## config.mk

```make
export PLATFORM = sky130hd
export DESIGN_NAME = spi_tx_arbiter_flat
export DESIGN_NICKNAME = d
export VERILOG_FILES = /design/src/rtl/spi_tx_arbiter_if.sv /design/src/rtl/spi_tx_arbiter.sv /design/src/flat_wrapper.sv
export SDC_FILE = /design/constraint.sdc
export NUM_CORES = 1
export LEC_CHECK = 0
export ABC_AREA = 1
export ABC_CLOCK_PERIOD_IN_PS = 2300
export BUFFER_PORTS_ARGS = -buffer_cell sky130_fd_sc_hd__buf_2
export CAP_MARGIN = 20
export CORE_ASPECT_RATIO = 0.5
export CORE_MARGIN = 4
export CORE_UTILIZATION = 49
export CTS_CLUSTER_SIZE = 14
export DETAILED_ROUTE_END_ITERATION = 8
export GPL_TIMING_DRIVEN = 0
export MAX_ROUTING_LAYER = met4
export PLACE_DENSITY = 0.81
export SYNTH_ARGS = -nofsm -noshare
export SYNTH_HDL_FRONTEND = slang
export SYNTH_SLANG_ARGS = --single-unit
```

## constraint.sdc

```tcl
create_clock -name clk -period 2.3 [get_ports clk]
set_clock_uncertainty 0.15 [all_clocks]
set_input_delay 0.345 -clock clk [delete_from_list [all_inputs] [get_ports clk]]
set_output_delay 0.345 -clock clk [all_outputs]
set_load 0.005 [all_outputs]
```

## src/rtl/spi_tx_arbiter_if.sv

```systemverilog
// Bundle of requester-side and spi_slave-side signals around spi_tx_arbiter.
// The arbiter connects through the slave modport; the environment drives the master modport.
interface spi_tx_arbiter_if #(
  parameter int N      = 4,
  parameter int DATA_W = 24
);
  logic [N-1:0]        req;
  logic [N*DATA_W-1:0] req_data;
  logic [N-1:0]        req_last;
  logic [N-1:0]        ack;
  logic [N-1:0]        grant;
  logic                wr_buffer_free;
  logic                wr_en;
  logic [DATA_W-1:0]   wr_data;
  logic                timeout_evt;

  modport master (
    output req, req_data, req_last, wr_buffer_free,
    input  ack, grant, wr_en, wr_data, timeout_evt
  );

  modport slave (
    input  req, req_data, req_last, wr_buffer_free,
    output ack, grant, wr_en, wr_data, timeout_evt
  );
endinterface

```

## src/rtl/spi_tx_arbiter.sv

```systemverilog
// Round-robin, burst-locking arbiter sharing one spi_slave transmit path among N requesters.
// Define SPI_TX_ARB_FIXED_PRIO_EN to pin the search start to requester 0 (fixed priority).
module spi_tx_arbiter #(
  parameter int N       = 4,
  parameter int DATA_W  = 24,
  parameter int TIMEOUT = 255
) (
  input  logic             clk,
  input  logic             reset,
  spi_tx_arbiter_if.slave  bus
);

  localparam int IDX_W = (N > 1) ? $clog2(N) : 1;
  localparam logic [IDX_W-1:0] LAST_IDX  = IDX_W'(N - 1);
  localparam logic [IDX_W:0]   N_EXT     = (IDX_W + 1)'(N);
  localparam logic [15:0]      TIMEOUT_C = 16'(TIMEOUT);

  typedef enum logic [0:0] {
    ST_IDLE = 1'b0,
    ST_OWN  = 1'b1
  } state_e;

  state_e              state_q,   state_d;
  logic [IDX_W-1:0]    owner_q,   owner_d;
  logic [IDX_W-1:0]    rr_q,      rr_d;
  logic [15:0]         stall_q,   stall_d;
  logic                holdoff_q, holdoff_d;
  logic [N-1:0]        grant_q,   grant_d;
  logic [N-1:0]        ack_q,     ack_d;
  logic                wr_en_q,   wr_en_d;
  logic [DATA_W-1:0]   wr_data_q, wr_data_d;
  logic                tevt_q,    tevt_d;

  logic                hit_s;
  logic [IDX_W-1:0]    hit_idx_s;
  logic                own_req_s;
  logic                own_last_s;
  logic [DATA_W-1:0]   own_data_s;
  logic                push_s;
  logic [15:0]         stall_next_s;
  logic                expire_s;
  logic                release_s;
  logic [IDX_W-1:0]    rr_adv_s;

  function automatic logic [N-1:0] idx_to_onehot(input logic [IDX_W-1:0] idx);
    logic [N-1:0] oh;
    for (int i = 0; i < N; i++) begin
      oh[i] = (idx == IDX_W'(i));
    end
    return oh;
  endfunction

  // Circular search for the first pending request, starting at the rr pointer.
  always_comb begin
    logic [IDX_W:0] cand;
    hit_s     = 1'b0;
    hit_idx_s = '0;
    cand      = '0;
    for (int k = 0; k < N; k++) begin
      cand = {1'b0, rr_q} + (IDX_W + 1)'(k);
      if (cand >= N_EXT) begin
        cand = cand - N_EXT;
      end else begin
        cand = cand;
      end
      if (!hit_s && bus.req[cand[IDX_W-1:0]]) begin
        hit_s     = 1'b1;
        hit_idx_s = cand[IDX_W-1:0];
      end else begin
        hit_s     = hit_s;
      end
    end
  end

  // Owner's request, last flag and word, selected by the registered owner index.
  always_comb begin
    own_req_s  = 1'b0;
    own_last_s = 1'b0;
    own_data_s = '0;
    for (int i = 0; i < N; i++) begin
      own_req_s  = own_req_s  | (bus.req[i]      & (owner_q == IDX_W'(i)));
      own_last_s = own_last_s | (bus.req_last[i] & (owner_q == IDX_W'(i)));
      own_data_s = own_data_s | (bus.req_data[i*DATA_W +: DATA_W]
                                 & {DATA_W{owner_q == IDX_W'(i)}});
    end
  end

  // Holdoff forces an idle cycle after each push so spi_slave can drop wr_buffer_free.
  assign push_s       = (state_q == ST_OWN) && own_req_s && bus.wr_buffer_free && !holdoff_q;
  assign stall_next_s = stall_q + 16'd1;
  assign expire_s     = (state_q == ST_OWN) && !own_req_s && (stall_next_s == TIMEOUT_C);
  assign release_s    = (push_s && own_last_s) || expire_s;
  assign rr_adv_s     = (owner_q == LAST_IDX) ? {IDX_W{1'b0}} : (owner_q + IDX_W'(1));

  // State register: every flop, cleared immediately by reset.
  always_ff @(posedge clk or posedge reset) begin
    if (reset) begin
      state_q   <= ST_IDLE;
      owner_q   <= '0;
      rr_q      <= '0;
      stall_q   <= 16'd0;
      holdoff_q <= 1'b0;
      grant_q   <= '0;
      ack_q     <= '0;
      wr_en_q   <= 1'b0;
      wr_data_q <= '0;
      tevt_q    <= 1'b0;
    end else begin
      state_q   <= state_d;
      owner_q   <= owner_d;
      rr_q      <= rr_d;
      stall_q   <= stall_d;
      holdoff_q <= holdoff_d;
      grant_q   <= grant_d;
      ack_q     <= ack_d;
      wr_en_q   <= wr_en_d;
      wr_data_q <= wr_data_d;
      tevt_q    <= tevt_d;
    end
  end

  // Next-state logic: ownership, rr pointer, stall counter and holdoff.
  always_comb begin
    state_d   = state_q;
    owner_d   = owner_q;
    rr_d      = rr_q;
    stall_d   = stall_q;
    holdoff_d = push_s;
    case (state_q)
      ST_IDLE: begin
        stall_d = 16'd0;
        if (hit_s) begin
          state_d = ST_OWN;
          owner_d = hit_idx_s;
        end else begin
          state_d = ST_IDLE;
        end
      end
      ST_OWN: begin
        if (release_s) begin
          state_d = ST_IDLE;
          rr_d    = rr_adv_s;
          stall_d = 16'd0;
        end else if (push_s) begin
          stall_d = 16'd0;
        end else if (!own_req_s) begin
          stall_d = stall_next_s;
        end else begin
          stall_d = stall_q;
        end
      end
      default: begin
        state_d = ST_IDLE;
        stall_d = 16'd0;
      end
    endcase
`ifdef SPI_TX_ARB_FIXED_PRIO_EN
    rr_d = '0;
`else
    rr_d = rr_d;
`endif
  end

  // Output logic: next values of the registered grant/ack/push/timeout outputs.
  always_comb begin
    grant_d   = grant_q;
    ack_d     = '0;
    wr_en_d   = 1'b0;
    wr_data_d = wr_data_q;
    tevt_d    = 1'b0;
    case (state_q)
      ST_IDLE: begin
        if (hit_s) begin
          grant_d = idx_to_onehot(hit_idx_s);
        end else begin
          grant_d = '0;
        end
      end
      ST_OWN: begin
        if (push_s) begin
          wr_en_d   = 1'b1;
          wr_data_d = own_data_s;
          ack_d     = idx_to_onehot(owner_q);
        end else begin
          wr_en_d   = 1'b0;
        end
        if (release_s) begin
          grant_d = '0;
        end else begin
          grant_d = grant_q;
        end
        tevt_d = expire_s;
      end
      default: begin
        grant_d = '0;
      end
    endcase
  end

  assign bus.grant       = grant_q;
  assign bus.ack         = ack_q;
  assign bus.wr_en       = wr_en_q;
  assign bus.wr_data     = wr_data_q;
  assign bus.timeout_evt = tevt_q;

endmodule
```

## src/flat_wrapper.sv

```systemverilog
// flat-port wrapper written by rule: the top's interface ports become plain ports
module spi_tx_arbiter_flat 
#(
  parameter int N       = 4,
  parameter int DATA_W  = 24,
  parameter int TIMEOUT = 255
)
  (clk, reset, bus_req, bus_req_data, bus_req_last, bus_wr_buffer_free, bus_ack, bus_grant, bus_wr_en, bus_wr_data, bus_timeout_evt);
  spi_tx_arbiter_if #(.N(N), .DATA_W(DATA_W)) bus_i ();
  input  logic clk;
  input  logic reset;
  input wire logic [$bits(bus_i.req)-1:0] bus_req;
  input wire logic [$bits(bus_i.req_data)-1:0] bus_req_data;
  input wire logic [$bits(bus_i.req_last)-1:0] bus_req_last;
  input wire logic [$bits(bus_i.wr_buffer_free)-1:0] bus_wr_buffer_free;
  output wire logic [$bits(bus_i.ack)-1:0] bus_ack;
  output wire logic [$bits(bus_i.grant)-1:0] bus_grant;
  output wire logic [$bits(bus_i.wr_en)-1:0] bus_wr_en;
  output wire logic [$bits(bus_i.wr_data)-1:0] bus_wr_data;
  output wire logic [$bits(bus_i.timeout_evt)-1:0] bus_timeout_evt;
  assign bus_i.req = bus_req;
  assign bus_i.req_data = bus_req_data;
  assign bus_i.req_last = bus_req_last;
  assign bus_i.wr_buffer_free = bus_wr_buffer_free;
  assign bus_ack = bus_i.ack;
  assign bus_grant = bus_i.grant;
  assign bus_wr_en = bus_i.wr_en;
  assign bus_wr_data = bus_i.wr_data;
  assign bus_timeout_evt = bus_i.timeout_evt;
  spi_tx_arbiter #(.N(N), .DATA_W(DATA_W), .TIMEOUT(TIMEOUT)) u_core (.clk(clk), .reset(reset), .bus(bus_i));
endmodule
```

# Word-level counts from Yosys, hierarchy flattened
# Index checks and enable logic that the tools add are counted.
# classes
addsub	9
order_cmp	8
eq_ne	9
n_mux	36
bitwise	22
reduce_logical	20
# op_table
operator	n
AND 24 bit	4
bitwise OR 24 bit	3
2-to-1 mux 16 bit	3
case mux 16 bit (2 select lines)	1
2-to-1 mux 2 bit	9
adder 16 x 1 -> 16 bit (second input constant)	1
equality test 16 x 8 -> 1 bit (second input constant)	1
2-to-1 mux 4 bit	4
2-to-1 mux 1 bit	13
less-than comparator 2 x 3 -> 1 bit (second input constant)	4
greater-or-equal comparator 3 bit (second input constant)	3
logical AND 1 bit	9
AND 1 bit	8
binary-select mux 1 bit (select 2 bit)	4
equality test 2 bit (second input constant)	4
case mux 4 bit (2 select lines)	1
subtractor 2 x 1 -> 2 bit (second input constant)	4
adder 2 x 2 -> 3 bit (second input constant)	2
bitwise OR 1 bit	6
AND reduction 2 bit	3
zero test 1 bit	5
equality test 2 x 1 -> 1 bit (second input constant)	2
zero test 2 bit	2
inequality test 4 bit (second input constant)	1
other kinds (7)	7
# word_totals
regBits	56
input_bits	107
output_inout_bits	34
elab_cells	114

# Depth between registers and ports, before layout
# depth
word_depth	17
depth_mapped	14
ltp_nobuf	13

# Worst setup path after synthesis
# Ideal clock, no wire load.
# synth_path
path_type	reg-to-reg
startpoint	register u_core.owner_q[0]
endpoint	register u_core.stall_q[0]
setup_ns	0.066
arrival_ns	1.736
t_required_ns	2.084
path_slack_ns	0.348
stages_incl_launch_ff	14
n_path_buf	2
period_less_slack_ns	1.952
path_cell_list	dfrtp_1 -> inv_1 -> ha_1 -> buf_2 -> nand2_1 -> nand2_1 -> o21ai_1 -> inv_2 -> nand2_2 -> inv_2 -> nand2_2 -> buf_6 -> nand4_1 -> nand2_1
# synth_via
elab_chain_len	12
word_cells_on_any_way	30
cone_classes	eq/ne (4); mux (3); bitwise (14); reduce/logical (9)
# synth_lines
item	line_no	rtl
start: declaration	spi_tx_arbiter.sv:24	logic [IDX_W-1:0] owner_q, owner_d;
start signal: assignment	spi_tx_arbiter.sv:110	owner_q <= owner_d;
equality test 2 x 1 -> 1 bit or zero test 2 bit (tied branches)	spi_tx_arbiter.sv:81, spi_tx_arbiter.sv:82	
AND 1 bit	spi_tx_arbiter.sv:81	own_req_s = own_req_s | (bus.req[i] & (owner_q == IDX_W'(i)));
bitwise OR 1 bit (3 in series)	spi_tx_arbiter.sv:81	
logical AND 1 bit (3 in series)	spi_tx_arbiter.sv:89	assign push_s = (state_q == ST_OWN) && own_req_s && bus.wr_buffer_free && !holdoff_q;
logical AND 1 bit	spi_tx_arbiter.sv:92	assign release_s = (push_s && own_last_s) || expire_s;
logical OR 1 bit	spi_tx_arbiter.sv:92	
2-to-1 mux 16 bit	spi_tx_arbiter.sv:140	if (release_s) begin
case mux 16 bit (2 select lines)	spi_tx_arbiter.sv:129	case (state_q)
end signal: assignment	spi_tx_arbiter.sv:112	stall_q <= stall_d;
end: declaration	spi_tx_arbiter.sv:26	logic [15:0] stall_q, stall_d;
# Parallel ways exist; a longest one is shown, timed or not.
# A chain may end at the register's enable or synchronous reset.

# Worst setup path in the final report
# layout_path
startpoint	register u_core.owner_q[0]
endpoint	register u_core.grant_q[1], in the netlist u_core.bus.grant[1]
# layout_via
elab_chain_len	11
word_cells_on_any_way	27
cone_classes	eq/ne (4); bitwise (14); reduce/logical (9)
# layout_lines
item	line_no	rtl
equality test 2 x 1 -> 1 bit or zero test 2 bit (tied branches)	spi_tx_arbiter.sv:81, spi_tx_arbiter.sv:82	
AND 1 bit	spi_tx_arbiter.sv:81	
bitwise OR 1 bit (3 in series)	spi_tx_arbiter.sv:81	
logical AND 1 bit (3 in series)	spi_tx_arbiter.sv:89	
logical AND 1 bit	spi_tx_arbiter.sv:92	
logical OR 1 bit *	spi_tx_arbiter.sv:92	
inequality test 2 bit (no line) *	-	
end signal: assignment	spi_tx_arbiter.sv:114	grant_q <= grant_d;
end: declaration	spi_tx_arbiter.sv:28	logic [N-1:0] grant_q, grant_d;
# Every way passes the cells marked *; elsewhere a longest branch is shown, timed or not.

==> impl_results.md <==
* Cell depth of the worst hold path at 3
* Worst Setup Start Kind: register
* Largest net degree at the start of global routing at 40
* Remaining DRCs at 0
* CP max stage delay at 0.42 ns
* CTS clk-pin slew, worst paths at 0.07 ns
* Avg Vias per Cell at 5.33
* GR Util All Layers at 0.270
* Fin. max-slew vios at 0
* Critical path's slowest cell: dfrtp_2
* Fillers at 609
* Post-Synth XOR/XNOR Area at 0.00972
* Critical path's most frequent cell: nand2_1
* Die Ht at 67.6 um
* ANT cells at 0
* Port Buffer Count at 140
* Crit Path Max Fanout at 9
* DRT Pass-1 Iters at 5
* Maxcap violations at 0
* DP Cell Count at 724
* Mapped cell area at 3480 sq um
* Setup tns final at 0 ns
* Initial antenna violation count at 0
* Crit path arrival time at 2.25 ns
* R2R cell count at 14
* DIE AREA at 8590 sq um
* Least-Margin Pin Slew at 0.588 ns
* I/O pins at 141
* Pwr Density at 1050 nW/um^2
* Distinct cells, synth at 27
* Adder-Cell Fraction of Synth Area at 0.0216
* DIE WIDTH at 127 um
* CTS tree: yes
* Num CTS Buffers at 5
* Avg WL per Cell at 15.0 um
* WP buf/inv at 3
* Worst slew margin at 0.608
* Worst-Skew Late Latency at 0.30 ns
* Starting density of the core at 0.513
* P_leak at 2.53 nW
* Final Setup Violations at 0
* Nets@finish at 761
* Routed WL at 11,100 um
* Simple-gate portion of the synthesized area at 0.346
* Status: finished clean
* Final period util at 0.964
* Setup crit end kind: register
* Synth Register Bits at 56
* CTS sink cnt at 56
* Share of cells above drive strength 1 at 0.311
* Antenna viol nets, final at 0
* Largest delay contributor family on the critical path: simple AND/OR/NAND/NOR gates
* Clk root buf: clkbuf_16
* F_max at 451 MHz
* HPWL Detailed at 8130 um
* Fin cells at 741
* Post-synth top flop: dfrtp_1
* Post-synth EDFFs at 0
* Starting DRC count in detailed routing at 264
* Synth Warn # at 0
* Vias in the first global route at 3,770
* CP Cell Sequence: inv_2 > ha_1 > buf_4 > nand2_1 > nand2_2 > nor2_2 > nand2_1 > nor2_1 > nand3_1 > nor2_2 > nand3_4 > buf_4 > nand4_1 > nand2_1
* Crit Path Class: register to register
* Synth Net Count at 604
* FP Rows at 21
* Via count at 3,947
* Minimum clock period at 2.22 ns
* Area growth syn-to-layout at 33.3%
* GPL Wtd Cong at 0.906
* Levels on crit path at 14
* Hold Vio Cnt, Final at 0
* VDD IR max at 0.467 mV
* Post-synthesis mux area share at 0
* Synth Instances at 491
* Clk buf depth at 2
* First-pass GRT wire length at 17,700 um
* Hold Crit Class: primary input to register
* H-tree levels at 2
* Asr flop ratio synth at 1.00
* GRT overflow at 0
* Syn avg cell area at 7.08 sq um
* WP data required at 2.34 ns
* Combinational family with the most area after synthesis: simple AND/OR/NAND/NOR gates
* Post-synthesis compound-gate area fraction at 0.139
* Post-synthesis sequential area ratio at 0.403
* Core area at 6780 sq um
[cells in the mapped netlist, types with 2 or more instances]
cell | number | area (sq um)
nor2_4 | 2 | 22.5
buf_1 | 4 | 15.0
o21ai_0 | 37 | 185
inv_1 | 39 | 146
nand4_1 | 20 | 125
a221oi_1 | 24 | 210
nor2_2 | 4 | 25.0
nand3_1 | 20 | 100
o41ai_1 | 4 | 35.0
o21ai_1 | 3 | 15.0
a21oi_1 | 6 | 30.0
clkbuf_1 | 11 | 41.3
buf_2 | 6 | 30.0
buf_6 | 3 | 33.8
nor2_1 | 31 | 116
dfrtp_1 | 56 | 1400
nand3_2 | 2 | 20.0
inv_2 | 2 | 7.51
nand2_1 | 200 | 751
ha_1 | 6 | 75.1
nand2_2 | 5 | 31.3
[cell usage in the layout (no fill, tap or decap), types with 4 or more instances in the layout]
cell | Yosys | final
nor2_2 | 4 | 5
clkbuf_16 | 0 | 5
a21oi_1 | 6 | 6
nand2_1 | 200 | 199
clkbuf_1 | 11 | 6
ha_1 | 6 | 4
buf_4 | 0 | 9
nor2_1 | 31 | 30
buf_2 | 6 | 143
clkbuf_2 | 0 | 6
buf_6 | 3 | 5
nand3_1 | 20 | 20
dfrtp_1 | 56 | 55
nand4_1 | 20 | 20
o21ai_0 | 37 | 37
nand2_2 | 5 | 5
inv_1 | 39 | 36
inv_2 | 2 | 4
a221oi_1 | 24 | 24
[tightest hold or removal path: stages]
cell      delay, ns
buf_2          0.08
a221oi_1       0.05
o21ai_0        0.13
[power breakdown]
| group | switching, mW | internal, mW |
|---|---|---|
| logic | 1.54 | 0.975 |
| registers | 0.192 | 1.29 |
| clock network | 0.372 | 0.513 |
| total | 2.10 | 2.78 |
[layer usage]
layer | vias to the layer above | part of all wire | track usage
li1 | 1943 | - | -
met1 | 1833 | 0.41 | 0.325
met2 | 147 | 0.50 | 0.463
met3 | 24 | 0.068 | 0.0577
met4 | 0 | 0.025 | 0.0882
met5 | - | 0 | -
[area by class of cell]
class | count | area (sq um) | area share
Multi-Input combinational cell | 369 | 1840 | 0.397
Tap cell | 92 | 115 | 0.0248
Inverter | 42 | 160 | 0.0346
Timing Repair Buffer | 151 | 815 | 0.176
Sequential cell | 56 | 1400 | 0.303
Clock inverter | 3 | 42.5 | 0.00918
Buffer | 23 | 135 | 0.0292
Clock buffer | 5 | 125 | 0.0270
[state kept, by name, indices dropped and copies added, names as in the netlist]
signal and flops:
u_core.stall_q 16, u_core.holdoff_q 1, u_core.bus.ack 4, u_core.owner_q 2
u_core.bus.timeout_evt 1, u_core.state_q 1, u_core.bus.grant 4, u_core.rr_q 2
u_core.bus.wr_data 24, u_core.bus.wr_en 1
[worst paths after layout]
path / from / to / slack, ns
max in group asynchronous: reset / u_core.owner_q[0]$_DFFE_PP0P_ / 1.01
hold / removal: bus_req_data[42] / u_core.bus.wr_data[18]$_DFFE_PP0P_ / 0.19
setup / recovery: u_core.owner_q[0]$_DFFE_PP0P_ / u_core.bus.grant[1]$_DFFE_PP0P_ / 0.08
hold reg to reg: u_core.bus.wr_data[21]$_DFFE_PP0P_ / u_core.bus.wr_data[21]$_DFFE_PP0P_ / 0.33
setup reg to reg: u_core.owner_q[0]$_DFFE_PP0P_ / u_core.bus.grant[1]$_DFFE_PP0P_ / 0.08
min in group asynchronous: reset / u_core.bus.wr_en$_DFF_PP0_ / 0.44
[stage by stage]
stage                     area, sq um  power (mW)  utilization  hold slack (ns)  worst slack [ns]
after floorplan                  3480        3.00            -            0.326             0.348
after global placement           4290        3.75        0.633            0.312            -0.279
after detailed placement         4310        3.80        0.636            0.215           -0.0889
after CTS                        4520        4.72        0.666            0.193           0.00964
after global routing             4630        5.29        0.683            0.198           -0.0587
final                            4630        4.88        0.683            0.191            0.0833
[repair_timing]
item                                   in CTS  in global routing
gates cloned                                0                  1
pin swaps                                   0                  4
setup endpoints to repair                  40                 44
buffers inserted                            2                  6
endpoints found under the hold margin      17                  0
hold buffers                                1                  0
gates resized for setup                     4                 29
[cells by family after synthesis]
group,Yosys count
compound gates,75
fa+ha+maj,6
buf+inv,66
simple gates,285
xor+xnor,3
flops,56
No activity file was read; power rests on OpenSTA's default activity.
